File: src/rtl/btn_input_fifo_pkg.sv
// Shared defaults, derived widths and CPU-visible MMIO offsets for the button input FIFO.
package btn_input_fifo_pkg;

   localparam int unsigned BTN_DATA_W = 16;
   localparam int unsigned BTN_DEPTH  = 4;
   localparam int unsigned BTN_PTR_W  = $clog2(BTN_DEPTH);
   localparam int unsigned BTN_CNT_W  = BTN_PTR_W + 1;

   // Byte offsets decoded by the MMIO read logic; STATUS reads {ovf, full, valid}.
   typedef enum logic [3:0] {
      MMIO_RD_DATA = 4'h0,
      MMIO_STATUS  = 4'h4,
      MMIO_POP     = 4'h8
   } btn_mmio_off_e;

   function automatic logic [2:0] btn_status_word(input logic ovf, input logic full,
                                                  input logic valid);
      return {ovf, full, valid};
   endfunction

endpackage

File: src/rtl/btn_fifo_mem.sv
// DEPTH x DATA_W register array: synchronous write, asynchronous read. Not reset.
module btn_fifo_mem
   import btn_input_fifo_pkg::*;
#(
   parameter int unsigned DATA_W = BTN_DATA_W,
   parameter int unsigned DEPTH  = BTN_DEPTH,
   parameter int unsigned PTR_W  = $clog2(DEPTH)
) (
   input  logic              clk_i,
   input  logic              we_i,
   input  logic [PTR_W-1:0]  waddr_i,
   input  logic [DATA_W-1:0] wdata_i,
   input  logic [PTR_W-1:0]  raddr_i,
   output logic [DATA_W-1:0] rdata_o
);

   logic [DATA_W-1:0] mem_q [DEPTH];

   always_ff @(posedge clk_i) begin
      if (we_i) begin
         mem_q[waddr_i] <= wdata_i;
      end
   end

   assign rdata_o = mem_q[raddr_i];

endmodule

File: src/rtl/btn_input_fifo.sv
// FWFT queue of switch snapshots captured on debounced button edges.
// Define BTN_FIFO_DROP_CNT_EN to add the saturating 8-bit drop_cnt output.
module btn_input_fifo
   import btn_input_fifo_pkg::*;
#(
   parameter int unsigned DATA_W = BTN_DATA_W,
   parameter int unsigned DEPTH  = BTN_DEPTH
) (
   input  logic                     clk,
   input  logic                     rst,
   input  logic                     btn_edge,
   input  logic [DATA_W-1:0]        sw,
   input  logic                     rd_en,
   output logic [DATA_W-1:0]        rd_data,
   output logic                     valid,
   output logic                     full,
   output logic [$clog2(DEPTH):0]   count,
   output logic                     ovf,
   input  logic                     ovf_clr
`ifdef BTN_FIFO_DROP_CNT_EN
  ,output logic [7:0]               drop_cnt
`endif
);

   localparam int unsigned PTR_W = $clog2(DEPTH);
   localparam int unsigned CNT_W = PTR_W + 1;

   logic [PTR_W-1:0]  wr_ptr_q, wr_ptr_d;
   logic [PTR_W-1:0]  rd_ptr_q, rd_ptr_d;
   logic [CNT_W-1:0]  count_q, count_d;
   logic              ovf_q, ovf_d;
   logic              push_ok, pop_ok, drop;
   logic              empty;
   logic [DATA_W-1:0] head;

   assign empty = (count_q == '0);
   assign full  = (count_q == CNT_W'(DEPTH));
   assign valid = ~empty;
   assign count = count_q;
   assign ovf   = ovf_q;

   // A pop frees the slot a simultaneous push lands in, so full + pop still accepts the push.
   always_comb begin
      pop_ok  = rd_en & ~empty;
      push_ok = btn_edge & (~full | pop_ok);
      drop    = btn_edge & full & ~pop_ok;
   end

   always_comb begin
      wr_ptr_d = wr_ptr_q;
      rd_ptr_d = rd_ptr_q;
      count_d  = count_q;
      ovf_d    = ovf_q;
      if (push_ok) begin
         wr_ptr_d = wr_ptr_q + 1'b1;
      end
      if (pop_ok) begin
         rd_ptr_d = rd_ptr_q + 1'b1;
      end
      count_d = count_q + CNT_W'(push_ok) - CNT_W'(pop_ok);
      if (drop) begin
         ovf_d = 1'b1;
      end else if (ovf_clr) begin
         ovf_d = 1'b0;
      end
   end

   always_ff @(posedge clk) begin
      if (rst) begin
         wr_ptr_q <= '0;
         rd_ptr_q <= '0;
         count_q  <= '0;
         ovf_q    <= 1'b0;
      end else begin
         wr_ptr_q <= wr_ptr_d;
         rd_ptr_q <= rd_ptr_d;
         count_q  <= count_d;
         ovf_q    <= ovf_d;
      end
   end

`ifdef BTN_FIFO_DROP_CNT_EN
   logic [7:0] drop_cnt_q, drop_cnt_d;

   always_comb begin
      drop_cnt_d = drop_cnt_q;
      if (ovf_clr) begin
         drop_cnt_d = drop ? 8'd1 : 8'd0;
      end else if (drop && drop_cnt_q != 8'hFF) begin
         drop_cnt_d = drop_cnt_q + 8'd1;
      end
   end

   always_ff @(posedge clk) begin
      if (rst) begin
         drop_cnt_q <= '0;
      end else begin
         drop_cnt_q <= drop_cnt_d;
      end
   end

   assign drop_cnt = drop_cnt_q;
`endif

   btn_fifo_mem #(
      .DATA_W (DATA_W),
      .DEPTH  (DEPTH),
      .PTR_W  (PTR_W)
   ) u_mem (
      .clk_i   (clk),
      .we_i    (push_ok),
      .waddr_i (wr_ptr_q),
      .wdata_i (sw),
      .raddr_i (rd_ptr_q),
      .rdata_o (head)
   );

   assign rd_data = empty ? '0 : head;

endmodule

File: config.mk
export PLATFORM = sky130hd
export DESIGN_NAME = btn_input_fifo
export DESIGN_NICKNAME = d
export VERILOG_FILES = /design/src/rtl/btn_input_fifo_pkg.sv /design/src/rtl/btn_fifo_mem.sv /design/src/rtl/btn_input_fifo.sv
export SDC_FILE = /design/constraint.sdc
export NUM_CORES = 1
export LEC_CHECK = 0
export CAP_MARGIN = 40
export CORE_UTILIZATION = 48
export CTS_BUF_LIST = sky130_fd_sc_hd__clkbuf_8 sky130_fd_sc_hd__clkbuf_16
export DETAILED_ROUTE_END_ITERATION = 6
export GPL_ROUTABILITY_DRIVEN = 0
export PLACE_DENSITY = 0.83
export SLEW_MARGIN = 5
export SYNTH_ARGS = -nofsm -noshare
export SYNTH_HDL_FRONTEND = slang
export SYNTH_SLANG_ARGS = --single-unit
export TNS_END_PERCENT = 10
File: constraint.sdc
create_clock -name clk -period 2.2 [get_ports clk]
set_input_delay 0.44 -clock clk [delete_from_list [all_inputs] [get_ports clk]]
set_output_delay 0.44 -clock clk [all_outputs]
set_load 0.02 [all_outputs]
==> key figures <==
Routing
  – DRC: 0
  – Detail Route Antenna Nets: 0
  – Via density: 5.12
  – Via count: 1,546
  – Starting DRT DRC Count: 84
  – First-pass detailed-route iteration total: 4
  – Mean routed wirelength per cell: 17.0 um
  – Drt total wl: 5.14 mm

Clock tree
  – Later-pin clock latency in the skew report: 0.33 ns
  – Clk sink count: 74
  – CTS clk-pin slew, worst paths: 0.07 ns
  – CTS tree: yes
  – CTS Root Cell: clkbuf_8
  – H-tree depth: 3
  – CTS Buffer Depth: 2
  – TritonCTS Buffers: 9

Synth
  – Seq cells post-synth: 74
  – Cell area after synthesis: 3040 um^2
  – Leading area contributor after synthesis: edfxtp_1
  – Register area share after synthesis: 69.7%
  – Synth area leaders: edfxtp_1 63%, mux4_2 12%, dfxtp_1 6.6%, nor2b_4 4.5%, ha_1 2.1%
  – Ys Warns: 0
  – Synthesized area per cell: 19.8 um^2
  – Syn_nets: 181
  – Synth top area share: 63.1%
  – Unique masters post-synth: 32
  – Post-synthesis cell count: 154

Placement
  – Post-Place Cell Area: 3660 um^2
  – Post-DP HPWL: 3.56 mm
  – Buffers added on ports: 42
  – Pre-CTS setup slack: -0.271 ns

Final layout
  – Fillers: 427
  – Final net count: 249
  – Footprint of the multi-input gates: 866 um^2
  – Fraction of layout cells with a size suffix above 1: 37.9%
  – Ant. Diodes: 0
  – Register area: 2130 um^2
  – Design area: 3910 um^2
  – Most common cell after layout, fill and taps aside: edfxtp_1
  – P&R area growth vs syn: 28.3%
  – Commonest cells after routing, fill and taps aside: 64 x edfxtp_1, 25 x clkdlybuf4s50_1, 16 x mux4_2, 16 x buf_2, 15 x buf_4

Power
  – Tot Pwr: 5100 uW
  – Sequential power share: 35.8%
  – Peak supply drop: 1120 uV
  – Lkg Pwr: 0.00144 uW
  – Switching share of power: 30.6%
  – Int Power: 3540 uW
  – Clock power share: 23.4%
  – Psw: 1560 uW
  – PD cells: 1300 nW/um^2
  – Combinational Power Share: 40.8%

Worst setup path
  – Crit-path cells: nor3_4 -> buf_12 -> inv_2 -> clkdlybuf4s50_1
  – Reg2Reg Depth: 8
  – RR Startpoint: count[2]
  – End of the critical path: valid
  – Stages on the worst setup path: 4
  – Crit path launch type: flop
  – Arr. time, crit path: 1.68 ns
  – Worst reg2reg path endpoint: count[2]
  – Crit end category: primary output
  – CP Class: flop to primary output
  – Worst Setup SP: count[1]
  – Flop2flop setup slack: 0.11 ns
  – Critical Path Max Stage Delay: 0.52 ns
  – Worst EP required: 1.76 ns
  – CP max stage cell: clkdlybuf4s50_1
  – Kind of cell adding the most delay to the critical path: buffers and inverters
  – Buffers & Inverters on Critical Path: 3
  – Worst-path maximum fanout: 4

Hold path
  – WHS Path Cells: 2
  – Worst min-delay path category: flop to flop

Floorplanning
  – Core ar.: 6030 um^2
  – Initial Util: 50.5%
  – Row count: 28
  – Height of the die: 81.6 um
  – Die area: 6660 um^2
  – Num ports: 43
  – Die W: 81.6 um

Run
  – Max Cap Viol: 0

Global route
  – First-pass GRT wire length: 7.87 mm
  – Initial antenna violation count: 0
  – Total track usage: 17.1%
  – Largest net degree at the start of global routing: 13
  – Vias in the first global route: 1,622
  – Gr ovfl total: 0

Timing
  – Post-Route Skew: 0.00696 ns
  – RSZ-0062 raised after global routing: yes
  – Post-Route Setup TNS: 0 ns
  – Period minus WS final: 2.12 ns
  – Final Slew Violations: 0
  – Final setup vio count: 0
  – Max-slew headroom: 77.5%
  – Fin crit share: 96.4%
  – Post-route setup slack: 0.0797 ns
  – Fmax: 0.472 GHz
  – Final hold violation count: 0
  – Worst-Margin Slew: 0.337 ns

Status
  – Status: finished, final reports clean
stage by stage:
stage / std cells / hold slack (ns) / util [%]
after detailed placement: 282 / 0.481 / 60.8
after global placement: 282 / 0.471 / 60.8
after global routing: 302 / 0.523 / 64.8
after floorplan: 154 / 0.459 / -
final: 302 / 0.497 / 64.8
after CTS: 302 / 0.499 / 65.3
cell usage after synthesis:
library cell  number
buf_2              2
nor2b_4           10
or3_1              1
edfxtp_1          64
mux2_1             1
nand2_1            1
a32oi_1            1
ha_1               5
buf_12             1
nor2_1             6
nor3b_4            1
inv_1              5
mux4_2            16
and2_1             4
o31ai_2            1
or2_1              1
a21bo_1            1
nand2b_1           2
nor3_2             1
xor2_1             1
inv_2              1
a21boi_2           1
nor2b_1            2
a21oi_1            1
dfxtp_1           10
mux2i_1            1
fa_1               1
xnor2_1            2
and2b_1            6
clkbuf_1           1
buf_6              2
o21ai_0            1
routing by layer:
metal  vias up  wire [um]  global-route usage (%)
li1        727          -                       -
met1       769       2000                    18.6
met2        43       2810                    31.3
met3         7        252                    3.78
met4         0         77                    8.42
met5         -          0                       0
registers in the layout, summed over array words and instances, names as in the netlist, named ones only:
name,count
count,3
rd_ptr_q,2
ovf,1
wr_ptr_q,2
u_mem.mem_q,64
power groups by stage:
stage / clock network [uW] / logic (uW) / registers (uW)
floorplan: 0 / 1300 / 1830
global placement: 0 / 2050 / 1820
detailed placement: 0 / 2090 / 1830
CTS: 1220 / 2140 / 1810
global route: 1280 / 2240 / 1840
finish: 1190 / 2080 / 1830
worst min path at each step:
stage | startpoint | endpoint | slack (ns)
after detailed placement | rd_ptr_q[1] | flop | 0.48
after global placement | ovf | ovf | 0.47
after floorplan | rd_ptr_q[1] | flop | 0.46
final | rd_ptr_q[1] | rd_ptr_q[1] | 0.50
after CTS | rd_ptr_q[1] | rd_ptr_q[1] | 0.50
after global routing | rd_ptr_q[1] | rd_ptr_q[1] | 0.52
worst min-delay path, cell delays in order (launching register included):
cell     delay, ns
dfxtp_1       0.31
o21ai_0       0.06
a21oi_1       0.07
cell type report:
| cell class | count | area share [%] |
|---|---|---|
| flip-flops and latches | 74 | 54.5 |
| multi-input cells | 68 | 22.2 |
| repair buffers | 63 | 14.4 |
| clock buffers | 9 | 3.17 |
| clock inverters | 7 | 2.79 |
| well taps | 75 | 2.40 |
| inverters | 6 | 0.577 |
cells by family (layout without fill, tap and decap cells):
family | count (synthesis) | after routing | share of synthesized area (%)
muxes | 18 | 18 | 12.5
and+or+nand+nor | 35 | 35 | 9.86
xor gates and xnor gates | 3 | 3 | 0.863
buffers and inverters | 12 | 85 | 2.59
AOI/OAI and AO/OA | 6 | 6 | 1.73
adders and majority gates | 6 | 6 | 2.71
DFF | 74 | 74 | 69.7
timing repair:
| action | 4_1_cts | 5_1_grt |
|---|---|---|
| gates cloned | 1 | 0 |
| buffers inserted | 3 | 0 |
| gates resized for setup | 60 | 18 |
| hold endpoints to repair | 0 | 0 |
| pin swaps | 1 | 1 |
| hold buffers | 0 | 0 |
| setup endpoints to repair | 17 | 12 |
Power figures use the tool's default switching activity.
